File: config.mk
export PLATFORM = sky130hd
export DESIGN_NAME = uart_echo_fifo
export DESIGN_NICKNAME = d
export VERILOG_FILES = /design/src/rtl/uart_echo_pkg.sv /design/src/rtl/uart_echo_fifo_byte_fifo.sv /design/src/rtl/uart_echo_fifo.sv
export SDC_FILE = /design/constraint.sdc
export NUM_CORES = 1
export LEC_CHECK = 0
export CAP_MARGIN = 20
export CORE_MARGIN = 5
export CORE_UTILIZATION = 30
export CTS_CLUSTER_DIAMETER = 40
export CTS_CLUSTER_SIZE = 14
export DETAILED_ROUTE_END_ITERATION = 16
export SYNTH_ARGS = -nofsm -noshare
export SYNTH_HDL_FRONTEND = slang
export SYNTH_SLANG_ARGS = --single-unit
File: constraint.sdc
create_clock -name clk -period 5.4 [get_ports clk]
set_input_delay 0.81 -clock clk [delete_from_list [all_inputs] [get_ports clk]]
set_output_delay 0.81 -clock clk [all_outputs]
set_load 0.01 [all_outputs]
File: src/rtl/uart_echo_pkg.sv
// Shared types and constants for the UART echo buffer: drain FSM states,
// byte width and the ASCII lower-case bounds used by the optional upper-case mapping.
package uart_echo_pkg;

   localparam int unsigned BYTE_W = 8;

   localparam logic [BYTE_W-1:0] ASCII_LC_LO    = 8'h61;
   localparam logic [BYTE_W-1:0] ASCII_LC_HI    = 8'h7A;
   localparam logic [BYTE_W-1:0] ASCII_CASE_OFS = 8'h20;

   typedef enum logic [1:0] {
      ST_IDLE      = 2'd0,
      ST_LAUNCH    = 2'd1,
      ST_WAIT_BUSY = 2'd2,
      ST_WAIT_DONE = 2'd3
   } drain_state_e;

   function automatic logic [BYTE_W-1:0] to_upper(input logic [BYTE_W-1:0] b);
      logic [BYTE_W-1:0] r;
      if ((b >= ASCII_LC_LO) && (b <= ASCII_LC_HI)) begin
         r = b - ASCII_CASE_OFS;
      end else begin
         r = b;
      end
      return r;
   endfunction

endpackage

File: src/rtl/uart_echo_fifo_byte_fifo.sv
// Synchronous DEPTH x 8 FIFO with registered occupancy count.
// Full/empty come from the count at the start of the cycle, so a push on full is refused.
module byte_fifo
   import uart_echo_pkg::*;
#(
   parameter int DEPTH = 16
) (
   input  logic                     clk,
   input  logic                     rst_n,
   input  logic                     push_i,
   input  logic [BYTE_W-1:0]        wdata_i,
   input  logic                     pop_i,
   output logic [BYTE_W-1:0]        rdata_o,
   output logic                     full_o,
   output logic                     empty_o,
   output logic [$clog2(DEPTH):0]   count_o
);

   localparam int AW = $clog2(DEPTH);
   localparam int CW = AW + 1;

   logic [BYTE_W-1:0] mem_q [DEPTH];
   logic [AW-1:0]     wr_ptr_q, wr_ptr_d;
   logic [AW-1:0]     rd_ptr_q, rd_ptr_d;
   logic [CW-1:0]     count_q, count_d;
   logic              do_push_s, do_pop_s;

   assign full_o    = (count_q == CW'(DEPTH));
   assign empty_o   = (count_q == {CW{1'b0}});
   assign do_push_s = push_i & ~full_o;
   assign do_pop_s  = pop_i & ~empty_o;
   assign rdata_o   = mem_q[rd_ptr_q];
   assign count_o   = count_q;

   // Next-state for pointers and occupancy; pointers wrap naturally at DEPTH.
   always_comb begin
      wr_ptr_d = wr_ptr_q;
      rd_ptr_d = rd_ptr_q;
      count_d  = count_q;
      if (do_push_s) begin
         wr_ptr_d = wr_ptr_q + AW'(1);
      end else begin
         wr_ptr_d = wr_ptr_q;
      end
      if (do_pop_s) begin
         rd_ptr_d = rd_ptr_q + AW'(1);
      end else begin
         rd_ptr_d = rd_ptr_q;
      end
      case ({do_push_s, do_pop_s})
         2'b10:   count_d = count_q + CW'(1);
         2'b01:   count_d = count_q - CW'(1);
         default: count_d = count_q;
      endcase
   end

   // Storage array; contents are don't-care after reset since pointers clear.
   always_ff @(posedge clk) begin
      if (do_push_s) begin
         mem_q[wr_ptr_q] <= wdata_i;
      end
   end

   // Pointer and occupancy registers.
   always_ff @(posedge clk or negedge rst_n) begin
      if (!rst_n) begin
         wr_ptr_q <= {AW{1'b0}};
         rd_ptr_q <= {AW{1'b0}};
         count_q  <= {CW{1'b0}};
      end else begin
         wr_ptr_q <= wr_ptr_d;
         rd_ptr_q <= rd_ptr_d;
         count_q  <= count_d;
      end
   end

endmodule

File: src/rtl/uart_echo_fifo.sv
// UART echo elastic buffer: queues received bytes and drains them into the transmitter
// via tx_en/tx_busy, keeping a 4-byte display history. Option: ECHO_UPPERCASE_EN.
module uart_echo_fifo
   import uart_echo_pkg::*;
#(
   parameter int DEPTH     = 16,
   parameter int BUSY_WAIT = 4
) (
   input  logic                     clk,
   input  logic                     rst_n,
   input  logic [BYTE_W-1:0]        rx_data_i,
   input  logic                     rx_valid_i,
   output logic [BYTE_W-1:0]        tx_data_o,
   output logic                     tx_en_o,
   input  logic                     tx_busy_i,
   output logic [31:0]              disp_value_o,
   output logic [$clog2(DEPTH):0]   count_o,
   output logic                     overflow_o,
   input  logic                     clr_overflow_i
);

   localparam int WW = $clog2(BUSY_WAIT + 1);

   drain_state_e      state_q;
   logic [WW-1:0]     wait_cnt_q;
   logic [BYTE_W-1:0] tx_data_q;
   logic              tx_en_q;
   logic [31:0]       disp_q;
   logic              overflow_q;
   logic              pop_s;
   logic [BYTE_W-1:0] head_s;
   logic [BYTE_W-1:0] tx_load_s;
   logic              fifo_full_s;
   logic              fifo_empty_s;

   byte_fifo #(
      .DEPTH (DEPTH)
   ) u_fifo (
      .clk     (clk),
      .rst_n   (rst_n),
      .push_i  (rx_valid_i),
      .wdata_i (rx_data_i),
      .pop_i   (pop_s),
      .rdata_o (head_s),
      .full_o  (fifo_full_s),
      .empty_o (fifo_empty_s),
      .count_o (count_o)
   );

   // Pop the head only when idle, something is queued and the transmitter is free.
   always_comb begin
      pop_s = 1'b0;
      if ((state_q == ST_IDLE) && !fifo_empty_s && !tx_busy_i) begin
         pop_s = 1'b1;
      end else begin
         pop_s = 1'b0;
      end
`ifdef ECHO_UPPERCASE_EN
      tx_load_s = to_upper(head_s);
`else
      tx_load_s = head_s;
`endif
   end

   // Drain FSM; tx_en is registered so it is high exactly during LAUNCH.
   always_ff @(posedge clk or negedge rst_n) begin
      if (!rst_n) begin
         state_q    <= ST_IDLE;
         wait_cnt_q <= {WW{1'b0}};
         tx_data_q  <= {BYTE_W{1'b0}};
         tx_en_q    <= 1'b0;
      end else begin
         tx_en_q <= 1'b0;
         case (state_q)
            ST_IDLE: begin
               if (pop_s) begin
                  tx_data_q <= tx_load_s;
                  tx_en_q   <= 1'b1;
                  state_q   <= ST_LAUNCH;
               end
            end
            ST_LAUNCH: begin
               wait_cnt_q <= {WW{1'b0}};
               state_q    <= ST_WAIT_BUSY;
            end
            ST_WAIT_BUSY: begin
               if (tx_busy_i) begin
                  state_q <= ST_WAIT_DONE;
               end else begin
                  wait_cnt_q <= wait_cnt_q + WW'(1);
                  if ((wait_cnt_q + WW'(1)) == WW'(BUSY_WAIT)) begin
                     state_q <= ST_IDLE;
                  end
               end
            end
            ST_WAIT_DONE: begin
               if (!tx_busy_i) begin
                  state_q <= ST_IDLE;
               end
            end
            default: state_q <= ST_IDLE;
         endcase
      end
   end

   // Display history and sticky overflow; a drop in the same cycle as a clear wins.
   always_ff @(posedge clk or negedge rst_n) begin
      if (!rst_n) begin
         disp_q     <= 32'h0000_0000;
         overflow_q <= 1'b0;
      end else begin
         if (rx_valid_i) begin
            disp_q <= {disp_q[23:0], rx_data_i};
         end
         if (rx_valid_i && fifo_full_s) begin
            overflow_q <= 1'b1;
         end else if (clr_overflow_i) begin
            overflow_q <= 1'b0;
         end
      end
   end

   assign tx_data_o    = tx_data_q;
   assign tx_en_o      = tx_en_q;
   assign disp_value_o = disp_q;
   assign overflow_o   = overflow_q;

endmodule
Word level (Yosys, flattened, before mapping)
Memories as Yosys holds them, arrays and structs flattened. A register that Yosys moved wholly into a read port is not among the register bits.
Cells that the tools add are included.
{"block": "totals", "regBits": 52, "ramBits": 128, "memories": 1}
{"memory": "u_fifo.mem_q", "words": 16, "word_bits": 8, "read_ports": 1, "rd_ports_with_merged_regs": 1, "write_ports": 1, "line": "uart_echo_fifo_byte_fifo.sv:22", "source": "logic [BYTE_W-1:0] mem_q [DEPTH];"}
{"block": "classes", "addsub": 5, "n_eq_ne": 11, "mux": 15, "n_bitwise": 4, "reduce_logical": 14}
{"cell": "one-hot mux 5 bit (2 select lines)", "n": 1}
{"cell": "adder 4 x 1 -> 4 bit, second input constant", "n": 2}
{"cell": "2-to-1 mux 2 bit", "n": 4}
{"cell": "one-hot mux 2 bit (4 select lines)", "n": 1}
{"cell": "2-to-1 mux 1 bit", "n": 7}
{"cell": "equality test 2 bit, second input constant", "n": 3}
{"cell": "one-hot mux 3 bit (2 select lines)", "n": 1}
{"cell": "nonzero test 2 bit", "n": 3}
{"cell": "adder 5 x 1 -> 5 bit, second input constant", "n": 1}
{"cell": "equality test 5 bit, second input constant", "n": 1}
{"cell": "zero test 5 bit", "n": 1}
{"cell": "subtractor 5 x 1 -> 5 bit, second input constant", "n": 1}
{"cell": "equality test 2 x 1 -> 1 bit, second input constant", "n": 2}
{"cell": "!= test 2 bit, second input constant", "n": 2}
{"cell": "AND reduction 2 bit", "n": 2}
{"cell": "adder 3 x 1 -> 3 bit, second input constant", "n": 1}
{"cell": "equality test 3 bit, second input constant", "n": 1}
{"cell": "logical AND 1 bit", "n": 3}
{"cell": "zero test 1 bit", "n": 3}
{"cell": "2-to-1 mux 3 bit", "n": 1}
{"cell": "!= test 3 bit, second input constant", "n": 1}
{"cell": "AND reduction 3 bit", "n": 1}
{"cell": "bitwise AND 1 bit", "n": 2}
{"cell": "zero test 2 bit", "n": 1}
{"cell": "other kinds (2)", "n": 3}

Logic depth before layout (Yosys ltp)
{"block": "logic_depth", "ltp_word": 8, "mapped_depth": 12, "ltp_nobuf": 10}

Cells and area by module
A second synthesis with hierarchy kept.
{"block": "hier_totals", "cells_unflattened": 452, "hier_area_um2": 7626.1}
{"module": "byte_fifo", "instances": 1, "cells_each": 332, "area_per_inst_um2": 5779.3}
{"module": "uart_echo_fifo", "instances": 1, "cells_each": 120, "area_per_inst_um2": 1846.8}

Least setup slack after synthesis
Ideal clock, no wire load.
{"block": "synth_timing", "kind": "input -> register", "from": "input port rx_valid_i", "to": "register u_fifo.count_q[4], in the netlist u_fifo.count_o[4]", "setup_time_ns": 0.080, "t_arrival_ns": 2.941, "required_ns": 5.320, "path_slack_ns": 2.379, "stages": 11, "cell_sequence": "clkbuf_1 a21boi_2 inv_1 ha_1 clkbuf_1 xor2_1 ha_1 a21boi_0 o32ai_1 nor4b_1 xnor2_1"}
{"block": "synth_between", "elab_chain_len": 3}
{"item": "start, declared", "line": "uart_echo_fifo.sv:12", "source": "input logic rx_valid_i,"}
{"item": "bitwise AND 1 bit (*)", "line": "uart_echo_fifo_byte_fifo.sv:30", "source": "assign do_push_s = push_i & ~full_o;"}
{"item": "equality test 2 x 1 -> 1 bit or equality test 2 bit (tied branches)", "line": "uart_echo_fifo_byte_fifo.sv:50", "source": "case ({do_push_s, do_pop_s})"}
{"item": "one-hot mux 5 bit (2 select lines) or nonzero test 2 bit (tied branches)"}
{"item": "end signal, assigned", "line": "uart_echo_fifo_byte_fifo.sv:69", "source": "count_q <= {CW{1'b0}};"}
{"item": "end signal, assigned", "line": "uart_echo_fifo_byte_fifo.sv:73", "source": "count_q <= count_d;"}
{"item": "end, declared", "line": "uart_echo_fifo_byte_fifo.sv:25", "source": "logic [CW-1:0] count_q, count_d;"}
Every way passes the cells marked *; elsewhere a longest branch is shown, timed or not.
A chain may end at the register's enable or synchronous reset.

Worst setup path after layout
{"block": "layout_timing", "from": "register u_fifo.count_q[1], in the netlist u_fifo.count_o[1]", "to": "register u_fifo.count_q[4], in the netlist u_fifo.count_o[4]"}
{"block": "layout_between", "elab_chain_len": 8}
{"item": "zero test 5 bit (*)", "line": "uart_echo_fifo_byte_fifo.sv:29", "source": "assign empty_o = (count_q == {CW{1'b0}});"}
{"item": "zero test 1 bit", "line": "uart_echo_fifo.sv:53", "source": "if ((state_q == ST_IDLE) && !fifo_empty_s && !tx_busy_i) begin"}
{"item": "logical AND 1 bit (2 in series)", "line": "uart_echo_fifo.sv:53"}
{"item": "2-to-1 mux 1 bit", "line": "uart_echo_fifo.sv:53"}
{"item": "bitwise AND 1 bit (*)", "line": "uart_echo_fifo_byte_fifo.sv:31", "source": "assign do_pop_s = pop_i & ~empty_o;"}
{"item": "net u_fifo.do_pop_s", "line": "uart_echo_fifo_byte_fifo.sv:26", "source": "logic do_push_s, do_pop_s;"}
{"item": "equality test 2 x 1 -> 1 bit or equality test 2 bit (tied branches)", "line": "uart_echo_fifo_byte_fifo.sv:50"}
{"item": "one-hot mux 5 bit (2 select lines) or nonzero test 2 bit (tied branches)"}
The timed path passes the listed nets; every way through them passes the cells marked *.

==> flow_summary.toml <==
[status]
status = "completed"

[worst_setup_path]
crit_buf_inv = 1
timing.rr.start = "u_fifo.count_o[1]"
crit_slowest_cell = "a2111o_1"
critPathRequiredTime_ns = 5.71
startpoint_type = "flip-flop"
reg2regPathDepth = 9
cp_max_fo = 21
crit_arrival_ns = 4.08
cpPeakStageDelay_ns = 0.66
crit_path_end_kind = "flip-flop"
crit_type = "reg2reg"
r2r-end = "u_fifo.count_o[4]"
crit_top_cell = "ha_1"
path_cells = "nor4_2 > a2111o_1 > inv_1 > ha_1 > ha_1 > or4b_2 > o32ai_1 > nor4b_1 > xnor2_1"
regToRegSetupSlack_ns = 1.62
critPathTopFamily = "simple AND/OR/NAND/NOR gates"

[synth]
synth.distinct_cells = 41
ys_seq_area_frac = 0.699
synth_top_area_cell = "edfxtp_1"
yosys_warnings = 0
synthCells = 427
syn_area_per_cell_um2 = 17.9
synth_fp_nets = 451
synth_area_mm2 = 0.00765
synth_top_area_frac = 0.502
synth_area_leaders = "edfxtp_1, dfrtp_1, mux4_2"
ys_seq_elements = 188

[timing]
maxSlewHeadroom = 0.339
min_period_over_period = 0.700
worst_slack_ns = 1.62
rsz0062_at_grt = "false"
holdWs_ns = 0.505
slew_violations = 0
finalSetupViolCount = 0
tns_ns = 0
tightest_slew_ns = 0.989
hold_viol = 0
fin_skew_ns = 0.00796
clock.fmax_mhz = 265
period_minus_slack_ns = 3.78

[grt]
antenna_found_initial = 0
track_usage = 0.107
grt_max_degree = 61
gr-total-overflow = 0
grt_pass1_wl_mm = 23.5
first_global_vias = 4087

[cells_and_area]
area.growth.synth_to_final_pct = 19.2
layout-drive-gt1-share = 0.207
multi_input_area_mm2 = 0.00211
layout.nets = 514
nFillCells = 2278
seq_area_mm2 = 0.00535
final_util = 0.362
antennaDiodeCount = 0

[pwr]
ir_drop_uv = 199
intPower_mw = 3.08
p_leak_nw = 3.24
report.power.total_mw = 4.39
power_frac_comb = 0.286
power.share.clock = 0.267
netSwitchingFraction = 0.297
p_per_area_mw_per_mm2 = 481
p_seq_frac = 0.446
p_sw_mw = 1.30

[detailed_routing]
wl_per_cell_um = 18.1
drcViolationCount = 0
antenna_left = 0
num_vias = 3829
viasPerCell = 4.60
first_pass_iters = 4
drt_iter0_drc = 204
routed_wl_mm = 15.1

[clock_network]
cts_tree = "built"
htreeDepth = 4
cts_root_buf = "clkbuf_16"
clk_pin_slew_ns = 0.07
cts_made_buffers = 17
cts.repair.resized = 0
ctsHoldBuffers = 0
clockBufferDepth = 2
post_cts_buffers = 0
clk_latency_ns = 0.43
numClockSinks = 188

[hold_path]
hold_end = "tx_data_o[0]"
min_path_type = "reg2reg"
whs_path_depth = 1
min_from = "tx_data_o[0]"

[die]
start_util = 0.304
die_w_um = 170
die_y_um = 170
coreArea_mm2 = 0.0252
ios = 60
fp.dieArea_mm2 = 0.0288
rows = 58

[placement]
preCtsSetupSlack_ns = 1.25
port_buffers = 59
place_congestion = 0.710
dp_hpwl_mm = 9.75

[run]
max_cap_violations = 0
==> area by class of cell <==
class | count | area share
inverters | 9 | 0.00371
clock inverters | 9 | 0.00631
repair buffers | 68 | 0.0716
well taps | 330 | 0.0453
flip-flops and latches | 188 | 0.586
clock buffers | 23 | 0.0548
multi-input cells | 206 | 0.232
==> logic make-up (layout without fill, tap and decap cells) <==
logic type,count (synthesis),after routing,synth area share
AND/OR/NAND/NOR,64,64,0.0419
adder cells (fa/ha/maj),11,11,0.0180
flip-flops,188,188,0.699
multiplexers,82,82,0.170
XOR/XNOR,12,12,0.0137
buffers and inverters,33,109,0.0250
AO/OA/AOI/OAI,37,37,0.0327
==> worst max-delay path by stage <==
| stage | endpoint | depth (start not counted) | slack, ns | startpoint |
|---|---|---|---|---|
| 6_report | u_fifo.count_o[4] | 9 | 1.62 | u_fifo.count_o[1] |
| 5_1_grt | u_fifo.count_o[4] | 10 | 1.40 | u_fifo.count_o[1] |
| 4_1_cts | u_fifo.count_o[4] | 9 | 1.60 | u_fifo.count_o[1] |
| 3_5_place_dp | u_fifo.count_o[4] | 10 | 1.25 | tx_busy_i |
| 3_3_place_gp | u_fifo.count_o[4] | 9 | 1.46 | tx_busy_i |
| 2_1_floorplan | u_fifo.count_o[4] | 11 | 2.38 | rx_valid_i |
==> synth_stat cells (all sizes together) <==
cell type and n:
nor3b 2, buf 16, nor4b 2, a311oi 1, a22o 4, o21ai 12, mux2i 13, a211o 4
clkbuf 8, mux4 32, a21boi 2, a21o 1, ha 11, xnor2 8, a22oi 2, nor3 6
o32ai 1, nor4 2, inv 9, dfrtp 60, a2111o 1, or4b 1, edfxtp 128, xor2 4
and3b 1, nand3 2, nor2b 6, nand4 2, o211ai 2, a21oi 7, nor2 18, mux2 37
nand2b 4, nand2 18
==> layer usage <==
metal  up-vias  routed length (um)  track usage
li1       1768                   -            -
met1      1976                6560        0.136
met2        70                7660        0.176
met3        15                 715       0.0368
met4         0                 169       0.0284
met5         -                   0            0
==> state kept, by name, indices dropped and copies added, names as in the netlist <==
| name | flops |
|---|---|
| tx_en_o | 1 |
| u_fifo.mem_q | 128 |
| u_fifo.rd_ptr_q | 4 |
| u_fifo.count_o | 5 |
| tx_data_o | 8 |
| u_fifo.wr_ptr_q | 4 |
| wait_cnt_q | 3 |
| disp_value_o | 32 |
| overflow_o | 1 |
| state_q | 2 |
==> power groups by stage <==
| stage | clock (mW) | sequential [mW] | combinational (mW) |
|---|---|---|---|
| floorplan | 0 | 1.95 | 0.888 |
| global placement | 0 | 1.97 | 1.25 |
| detailed placement | 0 | 1.99 | 1.28 |
| CTS | 1.20 | 1.96 | 1.29 |
| global route | 1.27 | 1.99 | 1.38 |
| finish | 1.17 | 1.96 | 1.26 |
==> stage by stage <==
stage	cells	cell area (um2)
2_1_floorplan	427	7650
3_3_place_gp	801	8560
3_5_place_dp	801	8560
4_1_cts	833	9120
5_1_grt	833	9120
6_report	833	9120
==> worst register-to-register path: stages, from the launching register on <==
cell and delay [ns]:
dfrtp_1 0.48, nor4_2 0.52, a2111o_1 0.66, inv_1 0.23, ha_1 0.40, ha_1 0.28
or4b_2 0.66, o32ai_1 0.17, nor4b_1 0.12, xnor2_1 0.14
==> cells in the final DEF, fill, tap and decap left out, drive strengths merged, types with 2 or more instances in the layout <==
master         netlist  final
a211o                4      4
a21boi               2      2
a21oi                7      7
a22o                 4      4
a22oi                2      2
buf                 16     10
clkbuf               8     23
clkdlybuf4s50        0     58
clkinv               0      5
dfrtp               60     60
edfxtp             128    128
ha                  11     11
inv                  9     12
mux2                37     37
mux2i               13     13
mux4                32     32
nand2               18     18
nand2b               4      4
nand3                2      2
nand4                2      2
nor2                18     18
nor2b                6      6
nor3                 6      6
nor3b                2      2
nor4                 2      2
nor4b                2      2
o211ai               2      2
o21ai               12     12
xnor2                8      8
xor2                 4      4
Power figures use the tool's default switching activity.
